$ cat src/rtl/sinc3_bitstream_decimator_if.sv
// sinc3_bitstream_decimator_if: bitstream input and decimated sample output bundle
interface sinc3_bitstream_decimator_if #(
  parameter int out_bw = 16
);
  logic                     bit_in;
  logic                     bit_en;
  logic signed [out_bw-1:0] sample;
  logic                     sample_valid;
  modport master (output bit_in, bit_en, input sample, sample_valid);
  modport slave  (input bit_in, bit_en, output sample, sample_valid);
endinterface

$ cat src/rtl/sinc3_bitstream_decimator.sv
// sinc3_bitstream_decimator: 3rd-order CIC decimator turning a 1-bit sigma-delta stream into signed samples
module sinc3_bitstream_decimator #(
  parameter int decim_log2 = 5,
  parameter int out_bw     = 16
) (
  input logic clk,
  input logic rst,
  sinc3_bitstream_decimator_if.slave s
);
  localparam int W = 3 * decim_log2 + 2;
  logic signed [W-1:0]      r_i1, r_i2, r_i3, r_d1, r_d2, r_d3;
  logic signed [W-1:0]      w_x, w_c1, w_c2, w_c3;
  logic [decim_log2-1:0]    r_cnt;
  logic                     r_dump;
  logic [1:0]               r_warm;
  logic signed [out_bw-1:0] r_sample;
  logic                     r_valid;
  // bit 1 -> +1, bit 0 -> -1 (all ones)
  assign w_x  = {{(W-1){~s.bit_in}}, 1'b1};
  assign w_c1 = r_i3 - r_d1;
  assign w_c2 = w_c1 - r_d2;
  assign w_c3 = w_c2 - r_d3;
  assign s.sample       = r_sample;
  assign s.sample_valid = r_valid;
  always_ff @(posedge clk) begin
    if (rst) begin
      r_i1     <= '0;
      r_i2     <= '0;
      r_i3     <= '0;
      r_d1     <= '0;
      r_d2     <= '0;
      r_d3     <= '0;
      r_cnt    <= '0;
      r_dump   <= 1'b0;
      r_warm   <= '0;
      r_sample <= '0;
      r_valid  <= 1'b0;
    end else begin
      r_valid <= 1'b0;
      r_dump  <= s.bit_en && (r_cnt == '1);
      if (s.bit_en) begin
        r_i1  <= r_i1 + w_x;
        r_i2  <= r_i2 + r_i1;
        r_i3  <= r_i3 + r_i2;
        r_cnt <= r_cnt + 1'b1;
      end
      // first three dumps only prime the comb delays
      if (r_dump) begin
        r_d1 <= r_i3;
        r_d2 <= w_c1;
        r_d3 <= w_c2;
        if (r_warm == 2'd3) begin
          r_sample <= out_bw'(w_c3 >>> (W - out_bw));
          r_valid  <= 1'b1;
        end else begin
          r_warm <= r_warm + 1'b1;
        end
      end
    end
  end
endmodule
$ cat src/flat_wrapper.sv
// flat-port wrapper written by rule: the top's interface ports become plain ports
module sinc3_bitstream_decimator_flat 
#(
  parameter int decim_log2 = 5,
  parameter int out_bw     = 16
)
  (clk, rst, s_bit_in, s_bit_en, s_sample, s_sample_valid);
  sinc3_bitstream_decimator_if #(.out_bw(out_bw)) s_i ();
  input logic clk;
  input logic rst;
  input wire logic [$bits(s_i.bit_in)-1:0] s_bit_in;
  input wire logic [$bits(s_i.bit_en)-1:0] s_bit_en;
  output wire logic [$bits(s_i.sample)-1:0] s_sample;
  output wire logic [$bits(s_i.sample_valid)-1:0] s_sample_valid;
  assign s_i.bit_in = s_bit_in;
  assign s_i.bit_en = s_bit_en;
  assign s_sample = s_i.sample;
  assign s_sample_valid = s_i.sample_valid;
  sinc3_bitstream_decimator #(.decim_log2(decim_log2), .out_bw(out_bw)) u_core (.clk(clk), .rst(rst), .s(s_i));
endmodule
$ cat config.mk
export PLATFORM = sky130hd
export DESIGN_NAME = sinc3_bitstream_decimator_flat
export DESIGN_NICKNAME = d
export VERILOG_FILES = /design/src/rtl/sinc3_bitstream_decimator_if.sv /design/src/rtl/sinc3_bitstream_decimator.sv /design/src/flat_wrapper.sv
export SDC_FILE = /design/constraint.sdc
export NUM_CORES = 1
export LEC_CHECK = 0
export BUFFER_PORTS_ARGS = -buffer_cell sky130_fd_sc_hd__buf_2
export CAP_MARGIN = 40
export CORE_MARGIN = 10
export CORE_UTILIZATION = 61
export DETAILED_ROUTE_END_ITERATION = 6
export PLACE_DENSITY = 0.78
export REMOVE_ABC_BUFFERS = 1
export SETUP_SLACK_MARGIN = 0.5
export SLEW_MARGIN = 30
export SYNTH_ARGS = -nofsm -noshare
export SYNTH_HDL_FRONTEND = slang
export SYNTH_SLANG_ARGS = --single-unit
$ cat constraint.sdc
create_clock -name clk -period 15.6 [get_ports clk]
set_input_delay 0.78 -clock clk [delete_from_list [all_inputs] [get_ports clk]]
set_output_delay 0.78 -clock clk [all_outputs]
set_load 0.02 [all_outputs]
==> results of run 1 <==
[sequential cells by signal, indices dropped and copies added, names as in the netlist]
signal / count
u_core.r_i3: 17
u_core.r_warm: 2
u_core.s.sample: 16
u_core.r_i1: 17
u_core.r_d1: 17
u_core.r_cnt: 5
u_core.r_d3: 17
u_core.r_dump: 1
u_core.r_d2: 17
u_core.s.sample_valid: 1
u_core.r_i2: 17
[routing by layer]
metal / wire [um] / track usage [%]
met1: 7950 / 20.3
met2: 8780 / 32.4
met3: 630 / 4.06
met4: 252 / 6.68
met5: 0 / 0
[cells in the mapped netlist (all sizes together) (3+ instances only)]
cell	count	area share, %
a2111oi	3	0.51
xnor2	42	4.1
nand3	18	1.0
nor2b	21	1.5
and3	17	1.2
buf	8	0.34
mux2i	58	6.5
o21a	24	2.0
a21boi	5	0.42
nand2b	10	0.70
o211a	3	0.34
a21o	27	2.4
xor2	29	2.9
mux2	4	0.51
a32o	4	0.45
a22o	13	1.3
inv	73	3.1
a31oi	7	0.49
a211oi	23	2.1
ha	97	14
nor3	26	1.5
a21oi	70	3.9
fa	6	1.4
nand4b	3	0.30
o31a	4	0.39
o21ai	50	2.8
o21bai	12	1.0
a31o	8	0.79
nor2	136	5.7
o31ai	4	0.34
or3	7	0.49
o211ai	3	0.25
dfxtp	127	29
nand2	51	2.2
nand3b	5	0.42
a311oi	3	0.30
clkbuf	25	1.1
nand4	5	0.35
[critical path, cell delays in order (launching register included)]
cell       delay, ps
dfxtp_1          380
inv_1             60
ha_1             280
nor2b_1          130
o21ai_1          170
a21boi_1         120
or2_2            290
a21oi_1          180
xnor2_1          200
ha_1             340
nor3_1           210
o21bai_1         130
a21o_1           190
a21oi_1          140
nor2b_1           70
a2111oi_0        450
or3_1            190
nand2_1           70
ha_1             350
a21o_1           190
a31o_2           270
a211o_1          300
a211oi_1         420
nand3_1          130
mux2_2           280
nand4_1           80
[cell families after synthesis]
logic type | count (synthesis) | synth area share (%)
compound gates | 279 | 21.5
xor+xnor | 71 | 6.99
flops | 127 | 28.6
buf+inv | 106 | 4.47
simple gates | 312 | 16.5
fa+ha+maj | 103 | 15.0
mux | 62 | 7.03
[area by class of cell]
| cell class | instances | area, um2 |
|---|---|---|
| clock buffer | 19 | 453 |
| clock inverter | 13 | 139 |
| fill | 1207 | 4680 |
| inverter | 73 | 274 |
| multi-input combinational | 827 | 5950 |
| sequential | 127 | 2540 |
| tap | 184 | 230 |
| timing repair buffer | 26 | 148 |
[where the power goes]
part | internal [mW] | switching, mW
Sequential | 0.343 | 0.0181
Combinational | 0.420 | 0.532
Clock | 0.243 | 0.149
Total | 1.01 | 0.699
[worst min path at each step]
stage / start / endpoint / slack (ps) / cells after the start
after floorplan: u_core.r_i2[11] / u_core.r_i2[11] / 450 / 2
after global placement: u_core.s.sample[7] / u_core.s.sample[7] / 430 / 2
after detailed placement: u_core.s.sample[7] / u_core.s.sample[7] / 440 / 2
after CTS: u_core.s.sample[7] / u_core.s.sample[7] / 450 / 2
after global routing: u_core.s.sample[0] / u_core.s.sample[0] / 470 / 2
final: u_core.s.sample[2] / u_core.s.sample[2] / 450 / 2
==> metrics.csv, run 1 <==
metric,value,unit
number of H-tree levels,4,
top_reg_cell synth,dfxtp_1,
"most common cell after layout, fill and taps aside",nor2_1,
PostCTS Resize Cnt,0,
Synthesis Warnings,0,
Placed Cells,1237,
Routability Congestion,0.886,
total CTS buffers,17,
CTS root buffer,clkbuf_16,
status,completed,
worst rel slew slack,53.0,%
wire per inst,13.9,um
Worst Skew,9.69,ps
Hold WC Path Type,flop to flop,
Hold Buf Count CTS,0,
most frequent cells in the layout,"136 x nor2_1, 126 x dfxtp_1, 97 x ha_1",
VDD IR max,0.106,mV
Die ar.,0.0198,mm2
first drt pass iteration count,4,
FF-to-FF setup slack,9910,ps
final net count,1179,
number of remaining DRC errors,0,
Total GRT Usage,18.1,%
fin crit share,36.5,%
Max Cap Viol,0,
WS Path Type,flop to flop,
fin cells,1269,
"EDFF count, synth",0,
CTS Buffer Depth,2,
P_leak,4.13,nW
Skew-Pair Late Insertion Delay,420,ps
"Cell Area, Placed",0.00915,mm2
Post-synth ARST share,0,%
Netlist Area Pre-Place,0.00889,mm2
Final Hold Vio Count,0,
chip height,141,um
Setup crit end,u_core.s.sample[15],
pre-CTS setup slack,10010,ps
arrival time worst endpoint,6050,ps
Post-CTS Setup Bufs,0,
R2R cell count,25,
global-route wire length before repair,31.1,mm
Total Power,1.70,mW
antenna violations before repair,0,
final wirelength,17.6,mm
"flops & latches, synth",127,
Initial DRC Count,393,
Chip Width,141,um
CTS tree,built,
reg2reg end,u_core.s.sample[15],
Netlist cell types,67,
endpoint class of the critical path,flop,
Mean Syn Cell Area,8.39,um2
Via Count,7316,
port bufs,20,
crit path max fanout,5,
clk sinks,127,
worst endpoint required time,15960,ps
vias in the first global route,7148,
Final Critical Period,5690,ps
RR Startpoint,u_core.r_d1[1],
f_max,0.176,GHz
Slew @ Worst Pin,705,ps
routed vias/inst,5.77,
largest net degree at the start of global routing,68,
fin worst setup slack,9910,ps
area grow syn2layout,9.52,%
"Seq/Total Area, Yosys",28.6,%
setup tns final,0,ps
CP startpoint kind,flop,
"Reg clk slew, reported paths",60,ps
Std-Cell Rows,44,
design area,0.00974,mm2
final core occ,67.5,%
Final Slew Violations,0,
hpwl dp,12.5,mm
post-synthesis cell count,1060,
CP startpoint,u_core.r_d1[1],
pwr/cell area,175,mW/mm2
core area,0.0144,mm2
Fin Hold WS,447,ps
RSZ-0062 raised after global routing,false,
antenna cell count,0,
GRT overflow,0,
final setup violation count,0,
Final ANT Viol Nets,0,
IO Pins,21,
initial core utilization,61.7,%
layout cells sized above 1,7.00,%
No activity file was read; power rests on OpenSTA's default activity.
==> inputs of run 2 (changes only) <==
==> constraint.sdc (replaced) <==
create_clock -name clk -period 5.95 [get_ports clk]
set_input_delay 0.2975 -clock clk [delete_from_list [all_inputs] [get_ports clk]]
set_output_delay 0.2975 -clock clk [all_outputs]
set_load 0.02 [all_outputs]
==> metrics.csv, run 2 (synthesis results as in run 1) <==
metric,value,unit,change
first drt pass iteration count,5,,+1
clk sinks,127,,unchanged
pwr/cell area,464,mW/mm2,+170%
final core occ,68.1,%,+0.52 points
"Cell Area, Placed",0.00915,mm2,unchanged
Max Cap Viol,0,,unchanged
Final Slew Violations,0,,unchanged
most frequent cells in the layout,"136 x nor2_1, 123 x dfxtp_1, 95 x ha_1",,
endpoint class of the critical path,flop,,
vias in the first global route,7244,,+1.3%
port bufs,20,,unchanged
Via Count,7286,,-0.41%
GRT overflow,0,,unchanged
Placed Cells,1237,,unchanged
CTS Buffer Depth,2,,unchanged
total CTS buffers,17,,unchanged
fin crit share,86.4,%,+50 points
antenna cell count,0,,unchanged
CTS tree,built,,
worst endpoint required time,6310,ps,-9650 ps
Final ANT Viol Nets,0,,unchanged
number of remaining DRC errors,0,,unchanged
P_leak,4.16,nW,+0.85%
"Reg clk slew, reported paths",50,ps,about the same
Die ar.,0.0198,mm2,unchanged
Worst Skew,7.29,ps,-2.41 ps
crit path max fanout,5,,unchanged
"most common cell after layout, fill and taps aside",nor2_1,,
setup tns final,0,ps,unchanged
Slew @ Worst Pin,702,ps,-3.19 ps
Chip Width,141,um,unchanged
status,completed,,
number of H-tree levels,4,,unchanged
IO Pins,21,,unchanged
Skew-Pair Late Insertion Delay,430,ps,about the same
final wirelength,17.6,mm,-0.18%
antenna violations before repair,0,,unchanged
Total GRT Usage,18.2,%,+0.12 points
Final Critical Period,5140,ps,-555 ps
Final Hold Vio Count,0,,unchanged
worst rel slew slack,53.2,%,+0.21 points
CP startpoint kind,flop,,
core area,0.0144,mm2,unchanged
area grow syn2layout,10.4,%,
initial core utilization,61.7,%,unchanged
layout cells sized above 1,8.30,%,+1.3 points
Total Power,4.56,mW,+170%
global-route wire length before repair,31.2,mm,+0.35%
Routability Congestion,0.887,,about the same
CTS root buffer,clkbuf_16,,
fin cells,1268,,-0.079%
final net count,1180,,+0.085%
RSZ-0062 raised after global routing,false,,
f_max,0.195,GHz,+11%
WS Path Type,flop to flop,,
design area,0.00982,mm2,+0.77%
arrival time worst endpoint,5500,ps,-550 ps
final setup violation count,0,,unchanged
Std-Cell Rows,44,,unchanged
largest net degree at the start of global routing,67,,-1.5%
VDD IR max,0.259,mV,+140%
hpwl dp,12.4,mm,-1.0%
routed vias/inst,5.75,,-0.33%
Hold WC Path Type,input port to flop,,
Initial DRC Count,379,,-3.6%
chip height,141,um,unchanged
wire per inst,13.9,um,about the same
-- run 2: path summary, 6_finish.rpt --
kind,to,from,slack (ps),cells past startpoint
min reg2reg,u_core.s.sample[5],u_core.s.sample[5],440,2
min,u_core.s.sample[3],rst,330,2
max,u_core.s.sample[15],u_core.r_i3[0],810,25
max reg2reg,u_core.s.sample[15],u_core.r_i3[0],810,25
-- run 2: power by group --
group          switching [mW]  total [mW]  internal [mW]
clock                   0.356        1.04          0.683
sequential             0.0477       0.947          0.900
combinational            1.42        2.57           1.15
-- run 2: timing repair --
| action | in CTS | in global routing |
|---|---|---|
| endpoints found under the setup margin | 1 | 3 |
| pin swaps | 0 | 8 |
| buffers inserted | 0 | 1 |
| hold buffers | 0 | 0 |
| resized for setup | 2 | 18 |
| endpoints found under the hold margin | 0 | 0 |
-- run 2: critical path, stage by stage, from the launching register on --
cell and delay, ps:
dfxtp_2 350, inv_1 50, ha_1 210, fa_2 420
nor2b_2 130, o31a_1 190, o21a_1 120, nor2_1 40
xnor2_1 210, ha_2 340, o21ai_2 130, o21bai_2 80
a21o_1 190, a21oi_1 140, nor2b_1 90, a2111oi_2 390
or3_1 180, nand2_1 100, ha_4 250, a21o_1 170
a31o_2 270, a211o_1 300, a211oi_2 220, nand3b_1 120
mux2_2 280, nand4_1 90
-- run 2: layout make-up --
| type | instances | area (um2) |
|---|---|---|
| fillers | 1198 | 4610 |
| repair buffers | 27 | 155 |
| flip-flops and latches | 127 | 2550 |
| inverters | 73 | 274 |
| clock buffers | 23 | 478 |
| well taps | 184 | 230 |
| multi-input cells | 827 | 6020 |
| clock inverters | 7 | 110 |
-- run 2: through the flow --
stage / hold WS, ps / setup slack (ps)
after global placement: 435 / 566
final: 331 / 812
after detailed placement: 442 / 359
after global routing: 371 / 494
after floorplan: 367 / 887
after CTS: 331 / 521
-- run 2: routing by layer --
layer	up-vias	routed length, um	track usage (%)	part of all wire, %
met3	22	643	4.23	3.7
li1	3823	-	-	-
met4	0	273	6.74	1.6
met2	97	8650	32.5	49
met5	-	0	0	0
met1	3344	8010	20.5	46
==> inputs of run 3 (changes only) <==
--- a/config.mk
+++ b/config.mk
@@ -6,9 +6,9 @@
 export NUM_CORES = 1
 export LEC_CHECK = 0
 export BUFFER_PORTS_ARGS = -buffer_cell sky130_fd_sc_hd__buf_2
-export CAP_MARGIN = 40
 export CORE_MARGIN = 10
 export CORE_UTILIZATION = 61
+export CTS_BUF_LIST = sky130_fd_sc_hd__clkbuf_8
 export DETAILED_ROUTE_END_ITERATION = 6
 export PLACE_DENSITY = 0.78
 export REMOVE_ABC_BUFFERS = 1
==> metrics.csv, run 3 (synthesis results as in run 1) <==
metric,value,unit,change
CTS root buffer,clkbuf_8,,
"Cell Area, Placed",0.00915,mm2,unchanged
core area,0.0144,mm2,unchanged
status,completed,,
GRT overflow,0,,unchanged
global-route wire length before repair,30.6,mm,-2.2%
CP peak stage delay,420,ps,about the same
WS Path Type,flop to flop,,
crit path max fanout,5,,unchanged
slowest cell on the critical path,fa_2,,
hpwl dp,12.4,mm,unchanged
pre-CTS setup slack,359,ps,unchanged
Max Cap Viol,0,,unchanged
Skew-Pair Late Insertion Delay,460,ps,+30 ps
Routability Congestion,0.887,,unchanged
Std-Cell Rows,44,,unchanged
Total Power,4.26,mW,-6.5%
initial core utilization,61.7,%,unchanged
worst rel slew slack,53.1,%,-0.15 points
area grow syn2layout,8.30,%,
first drt pass iteration count,5,,unchanged
Initial DRC Count,392,,+3.4%
worst endpoint required time,6340,ps,+30 ps
antenna violations before repair,0,,unchanged
Slew @ Worst Pin,704,ps,+2.22 ps
design area,0.00963,mm2,-1.9%
CP startpoint kind,flop,,
antenna cell count,0,,unchanged
CP most frequent cell,a21o_1,,
Hold WC Path Type,input port to flop,,
clk sinks,127,,unchanged
largest net degree at the start of global routing,67,,unchanged
wire per inst,13.5,um,-2.9%
pwr/cell area,442,mW/mm2,-4.7%
Final Critical Period,5130,ps,-12.6 ps
layout cells sized above 1,8.39,%,+0.092 points
setup tns final,0,ps,unchanged
most frequent cells in the layout,"136 x nor2_1, 123 x dfxtp_1, 95 x ha_1",,
Die ar.,0.0198,mm2,unchanged
RSZ-0062 raised after global routing,false,,
port bufs,20,,unchanged
Final ANT Viol Nets,0,,unchanged
"most common cell after layout, fill and taps aside",nor2_1,,
total CTS buffers,17,,unchanged
Crit path max-delay family,compound AO/OA/AOI/OAI gates,,
VDD IR max,0.251,mV,-3.0%
Total GRT Usage,17.7,%,-0.43 points
f_max,0.195,GHz,+0.25%
CTS tree,built,,
Via Count,7261,,-0.34%
final wirelength,17.1,mm,-2.9%
"Buf+Inv Stages, Crit Path",1,,unchanged
P_leak,4.10,nW,-1.6%
Worst Skew,7.31,ps,+0.0264 ps
Final Slew Violations,0,,unchanged
fin crit share,86.1,%,-0.21 points
"Reg clk slew, reported paths",70,ps,+20 ps
arrival time worst endpoint,5520,ps,+20 ps
number of remaining DRC errors,0,,unchanged
Final Hold Vio Count,0,,unchanged
Chip Width,141,um,unchanged
chip height,141,um,unchanged
vias in the first global route,7131,,-1.6%
routed vias/inst,5.73,,-0.34%
endpoint class of the critical path,flop,,
number of H-tree levels,4,,unchanged
fin worst setup slack,825,ps,+12.6 ps
final net count,1180,,unchanged
IO Pins,21,,unchanged
final setup violation count,0,,unchanged
CTS Buffer Depth,2,,unchanged
-- run 3: changes by cell type in the layout (fill, tap and decap cells not counted), sizes merged --
cell	delta
clkbuf	-3
inv	+3
-- run 3: metrics by stage --
stage,instances,utilization (%),hold slack (ps)
finish,1268,66.8,301
global route,1268,66.8,329
floorplan,1027,-,367
global placement,1237,63.4,435
CTS,1267,66.3,289
detailed placement,1237,63.4,442
-- run 3: final timing paths --
kind,from,slack (ps),end,cells after the start
worst max register to register,u_core.r_i3[0],820,u_core.s.sample[15],25
worst max-delay path,u_core.r_i3[0],820,u_core.s.sample[15],25
worst min-delay path,rst,300,u_core.s.sample[3],2
worst min register to register,u_core.s.sample[5],450,u_core.s.sample[5],2
-- run 3: cell type report --
class / instances / area (um2)
Multi-Input combinational cell: 827 / 6030
Timing Repair Buffer: 27 / 155
Sequential cell: 127 / 2550
Inverter: 73 / 274
Clock buffer: 20 / 275
Tap cell: 184 / 230
Clock inverter: 10 / 121
Fill cell: 1216 / 4790
-- run 3: per-layer routing --
metal	GRT usage (%)	routed length, um
met5	0	0
met4	7.93	377
met3	3.53	560
met2	31.0	8240
met1	20.4	7890
-- run 3: what timing repair did --
item	CTS	global route
gates resized for setup	3	18
buffers inserted	0	1
setup endpoints to repair	1	3
pin swaps	0	8
hold buffers	0	0
-- run 3: power by group --
part / internal, mW / leakage (nW) / switching [mW]
Sequential: 0.898 / 1.03 / 0.0472
Combinational: 1.16 / 2.85 / 1.40
Clock: 0.435 / 0.218 / 0.321
